<file path="src/rtl/fetch_unit.sv">
// Instruction fetch unit: issues one outstanding instruction-memory read at a time,
// buffers up to two fetched words for decode, and steers the program counter.
module fetch_unit #(
    parameter logic [31:0] RESET_PC  = 32'h0000_0000,
    parameter int          BUF_DEPTH = 2
) (
    input  logic        clk,
    input  logic        rst,
    input  logic [31:0] pc_cur,
    output logic [31:0] pc_next,
    input  logic        redirect_valid,
    input  logic [31:0] redirect_pc,
    output logic        imem_req,
    output logic [31:0] imem_addr,
    input  logic        imem_ack,
    input  logic [31:0] imem_rdata,
    output logic        if_valid,
    input  logic        if_ready,
    output logic [31:0] if_instr,
    output logic [31:0] if_pc
);

    typedef enum logic [1:0] {
        IDLE,
        REQ,
        DROP
    } state_t;

    localparam logic [1:0] FULL = 2'(BUF_DEPTH);

    state_t      state, state_nxt;
    logic [1:0]  count, count_after;
    logic        wr_ptr, rd_ptr;
    logic [31:0] instr_q [2];
    logic [31:0] pc_q    [2];
    logic        push, pop;

    // The low two bits of a redirect target are forced to word alignment.
    wire unused_redirect_lsb = &{1'b0, redirect_pc[1:0]};

    // A response is only kept when it answers a live request and no redirect
    // is squashing it in the same cycle.
    assign push        = (state == REQ) && imem_ack && !redirect_valid;
    assign pop         = if_valid && if_ready;
    assign count_after = count + {1'b0, push} - {1'b0, pop};

    // NOTE: sequential state uses non-blocking assignments so every register
    // samples the pre-edge values of its peers regardless of statement order.
    always_ff @(posedge clk) begin
        if (rst) state <= IDLE;
        else     state <= state_nxt;
    end

    // NOTE: every combinational output gets a default first so no path
    // through the case statement can infer a latch.
    always_comb begin
        state_nxt = state;
        case (state)
            IDLE: begin
                if (!redirect_valid && (count < FULL)) state_nxt = REQ;
            end
            REQ: begin
                if (redirect_valid)  state_nxt = imem_ack ? IDLE : DROP;
                else if (imem_ack)   state_nxt = (count_after < FULL) ? REQ : IDLE;
            end
            DROP: begin
                if (imem_ack) state_nxt = IDLE;
            end
            default: state_nxt = IDLE;
        endcase
    end

    always_comb begin
        imem_req  = (state == REQ);
        imem_addr = pc_cur;
        if (rst)                 pc_next = RESET_PC;
        else if (redirect_valid) pc_next = {redirect_pc[31:2], 2'b00};
        else if (push)           pc_next = pc_cur + 32'd4;
        else                     pc_next = pc_cur;
    end

    // NOTE: the two buffer entries are cleared on reset because the head entry
    // is visible on if_instr/if_pc and must read as zero after reset.
    always_ff @(posedge clk) begin
        if (rst) begin
            count  <= 2'd0;
            wr_ptr <= 1'b0;
            rd_ptr <= 1'b0;
            for (int i = 0; i < 2; i++) begin
                instr_q[i] <= 32'd0;
                pc_q[i]    <= 32'd0;
            end
        end else if (redirect_valid) begin
            count  <= 2'd0;
            wr_ptr <= 1'b0;
            rd_ptr <= 1'b0;
        end else begin
            if (push) begin
                instr_q[wr_ptr] <= imem_rdata;
                pc_q[wr_ptr]    <= pc_cur;
                wr_ptr          <= ~wr_ptr;
            end
            if (pop) rd_ptr <= ~rd_ptr;
            count <= count_after;
        end
    end

    assign if_valid = (count != 2'd0);
    assign if_instr = instr_q[rd_ptr];
    assign if_pc    = pc_q[rd_ptr];

endmodule
</file>
<file path="config.mk">
export PLATFORM = sky130hd
export DESIGN_NAME = fetch_unit
export DESIGN_NICKNAME = d
export VERILOG_FILES = /design/src/rtl/fetch_unit.sv
export SDC_FILE = /design/constraint.sdc
export NUM_CORES = 1
export LEC_CHECK = 0
export CAP_MARGIN = 10
export CORE_MARGIN = 5
export CORE_UTILIZATION = 42
export CTS_CLUSTER_SIZE = 20
export DETAILED_ROUTE_END_ITERATION = 16
export PLACE_DENSITY = 0.77
export SETUP_SLACK_MARGIN = 0.1
export SYNTH_ARGS = -nofsm -noshare
export SYNTH_HDL_FRONTEND = slang
export SYNTH_SLANG_ARGS = --single-unit
</file>
<file path="constraint.sdc">
create_clock -name clk -period 4.2 [get_ports clk]
set_input_delay 0.42 -clock clk [delete_from_list [all_inputs] [get_ports clk]]
set_output_delay 0.42 -clock clk [all_outputs]
set_load 0.005 [all_outputs]
</file>
==> metrics.md <==
| Metric | Value |
|---|---|
| Sink Count | 135 |
| Vias per std cell | 5.16 |
| Max-slew headroom | 0.349 |
| Layout Nets | 881 |
| Boundary Pins | 231 |
| Most frequent CP cell | clkdlybuf4s50_1 |
| Vias in the first global route | 5605 |
| Adder-Cell Fraction of Synth Area | 0.00351 |
| Initial Utilization | 0.429 |
| Clock slew at reported path FFs | 0.05 ns |
| Pre-CTS setup slack | 0.728 ns |
| Top-count cell post-synth | edfxtp_1 |
| DP Area | 0.00942 mm^2 |
| Synth Area per Inst | 12.1 um^2 |
| Final Max Slew Viols | 0 |
| CP max stage delay | 0.64 ns |
| Multi-input gate area | 0.00278 mm^2 |
| Pleak | 3.56 nW |
| Setup TNS | 0 ns |
| Fraction of layout cells with a size suffix above 1 | 0.149 |
| Dpl cells | 979 |
| CP max FO | 8 |
| Synth Area in Compound Gates | 0.0368 |
| CTS tree | yes |
| Synth area leader | edfxtp_1 |
| Core area | 0.0166 mm^2 |
| Final setup vio count | 0 |
| Die X | 140 um |
| Synthesized area | 0.00713 mm^2 |
| Warnings from Yosys | 0 |
| Met2 WL | 9730 um |
| CTS-repair resized insts | 0 |
| Synth area leaders | edfxtp_1 (54%), and2_1 (11%), mux2_2 (10%) |
| Post-Layout Cell Count | 1010 |
| Post-synthesis mux area share | 0.104 |
| Tmin final | 3.50 ns |
| Cts hold-fix bufs | 0 |
| First-pass GRT wire length | 29200 um |
| WL final | 18700 um |
| EDFF count, synth | 128 |
| Seq cells post-synth | 135 |
| Pwr dens | 334 mW/mm^2 |
| Global placer's final weighted congestion | 0.846 |
| Maximum Capacitance Violations | 0 |
| Largest net degree at the start of global routing | 65 |
| GRT Total Usage | 0.188 |
| Highest clock rate | 286 MHz |
| VDD IR max | 0.265 mV |
| Final period util | 0.832 |
| CP endpoint kind | output pin |
| Latest clock arrival within the worst-skew pair | 0.41 ns |
| Synth Area in Simple Gates | 0.207 |
| Count of different cell masters after synthesis | 43 |
| Row count | 47 |
| Hold WC Path Type | reg2reg |
| Kind of critical path | in2out |
| Top Metal Used | met4 |
| Largest family of logic cells by synthesized area | simple AND/OR/NAND/NOR gates |
| # fillers | 1300 |
| CTS max path bufs | 2 |
| Metal3 WL | 1210 um |
| Setup Fix Bufs, Post-CTS | 0 |
| Via count | 5207 |
| Post-DR wirelength/cell | 18.5 um |
| Root Buffer | clkbuf_16 |
| Seq/Total Area, Yosys | 0.558 |
| RSZ-0062 raised after global routing | false |
| H-tree Lvls | 4 |
| Status | completed |
| Die H | 140 um |
| Slowest library cell on the worst path | clkdlybuf4s50_1 |
| Initial DRC count | 202 |
| CP Data Arrival Time | 3.08 ns |
| Routed Antenna Nets | 0 |
| Startpoint types | primary input |
| Most frequent cells after synthesis | edfxtp_1 (128), and2_1 (125), mux2_2 (64) |
| Initial antenna violation count | 0 |
| Setup WS post-layout | 0.704 ns |
| Port bufs | 228 |
| CTS buffer count | 17 |
| Post-Synth XOR/XNOR Area | 0.0344 |
| Initial DRT Pass Iterations | 5 |
| Syn_nets | 691 |
| Worst-margin pin slew | 0.976 ns |
| Cell Chain, Critical Path | clkdlybuf4s50_1 > and4_1 > nand4_4 > nor3_1 > xnor2_1 > a211oi_1 > clkdlybuf4s50_1 |
| Synthesized instance count | 588 |
| Final Hold Viols | 0 |
| FFs w/ async S/R, synth | 0 |
| Die Area | 0.0197 mm^2 |
| GRT overflow | 0 |
| Area growth syn-to-layout | 39.6% |
| Total Power | 3.32 mW |
| # diodes | 0 |
| Synth top area share | 0.539 |
| WL met1 | 7510 um |
| # DRC | 0 |
| Top_reg_cell synth | edfxtp_1 |
| Post-DP HPWL | 12900 um |
| Setup Skew | 0.00720 ns |
| CP required | 3.78 ns |
| Post-route cell area | 0.00996 mm^2 |
| Reg area | 0.00399 mm^2 |
[state kept, by name (all words and copies together), names as in the netlist, named ones only]
signal   count
instr_q     64
pc_q        64
count        2
state        2
rd_ptr       1
wr_ptr       1
[cell usage in the layout (no fill, tap or decap), types with 9 or more instances in the layout]
cell type          n
a211oi_1           9
a21oi_1           13
and2_1           125
clkbuf_16         17
clkdlybuf4s50_1  228
edfxtp_1         128
mux2_2            64
nand2_1           31
nand3_1           10
nor2_1            23
nor3_1            12
xnor2_1           26
[cell families after synthesis]
group / after synthesis
and+or+nand+nor: 244
DFF: 135
buffers and inverters: 71
muxes: 66
AOI/OAI and AO/OA: 42
xor gates and xnor gates: 28
adders and majority gates: 2
[routing by layer]
layer / vias up / track usage
li1: 2453 / -
met3: 28 / 0.0521
met1: 2527 / 0.215
met5: - / 0
met4: 0 / 0.0556
met2: 199 / 0.341
[power by group]
part           total (mW)  switching, mW  leakage [nW]  internal (mW)
sequential           1.54         0.0159          1.37           1.53
clock                1.35          0.545         0.245          0.803
combinational       0.433          0.178          1.94          0.255
total                3.32          0.738          3.56           2.58
[final cells by class]
cell class	count	area share
flip-flops and latches	135	0.400
multi-input cells	382	0.279
repair buffers	236	0.236
clock buffers	18	0.0431
well taps	220	0.0276
clock inverters	13	0.0111
inverters	6	0.00226
[through the flow]
stage	hold WS (ns)	util
final	0.494	0.599
after global placement	0.448	0.566
after floorplan	0.433	-
after detailed placement	0.475	0.566
after CTS	0.490	0.599
after global routing	0.533	0.599
[path summary, 6_finish.rpt]
| check | end | slack, ns | from | depth (start not counted) |
|---|---|---|---|---|
| worst min-delay path | state[0] | 0.49 | state[1] | 1 |
| worst max register to register | instr_q[1][27] | 1.82 | state[0] | 3 |
| worst min register to register | state[0] | 0.49 | state[1] | 1 |
| worst max-delay path | pc_next[23] | 0.70 | pc_cur[4] | 7 |
[critical path: cells and delay by family]
kind | cells | cell delay (ns)
XOR/XNOR | 1 | 0.13
AND/OR/NAND/NOR | 3 | 0.99
buffers and inverters | 2 | 1.21
AO/OA/AOI/OAI | 1 | 0.33
(Power assumes the default switching activity.)
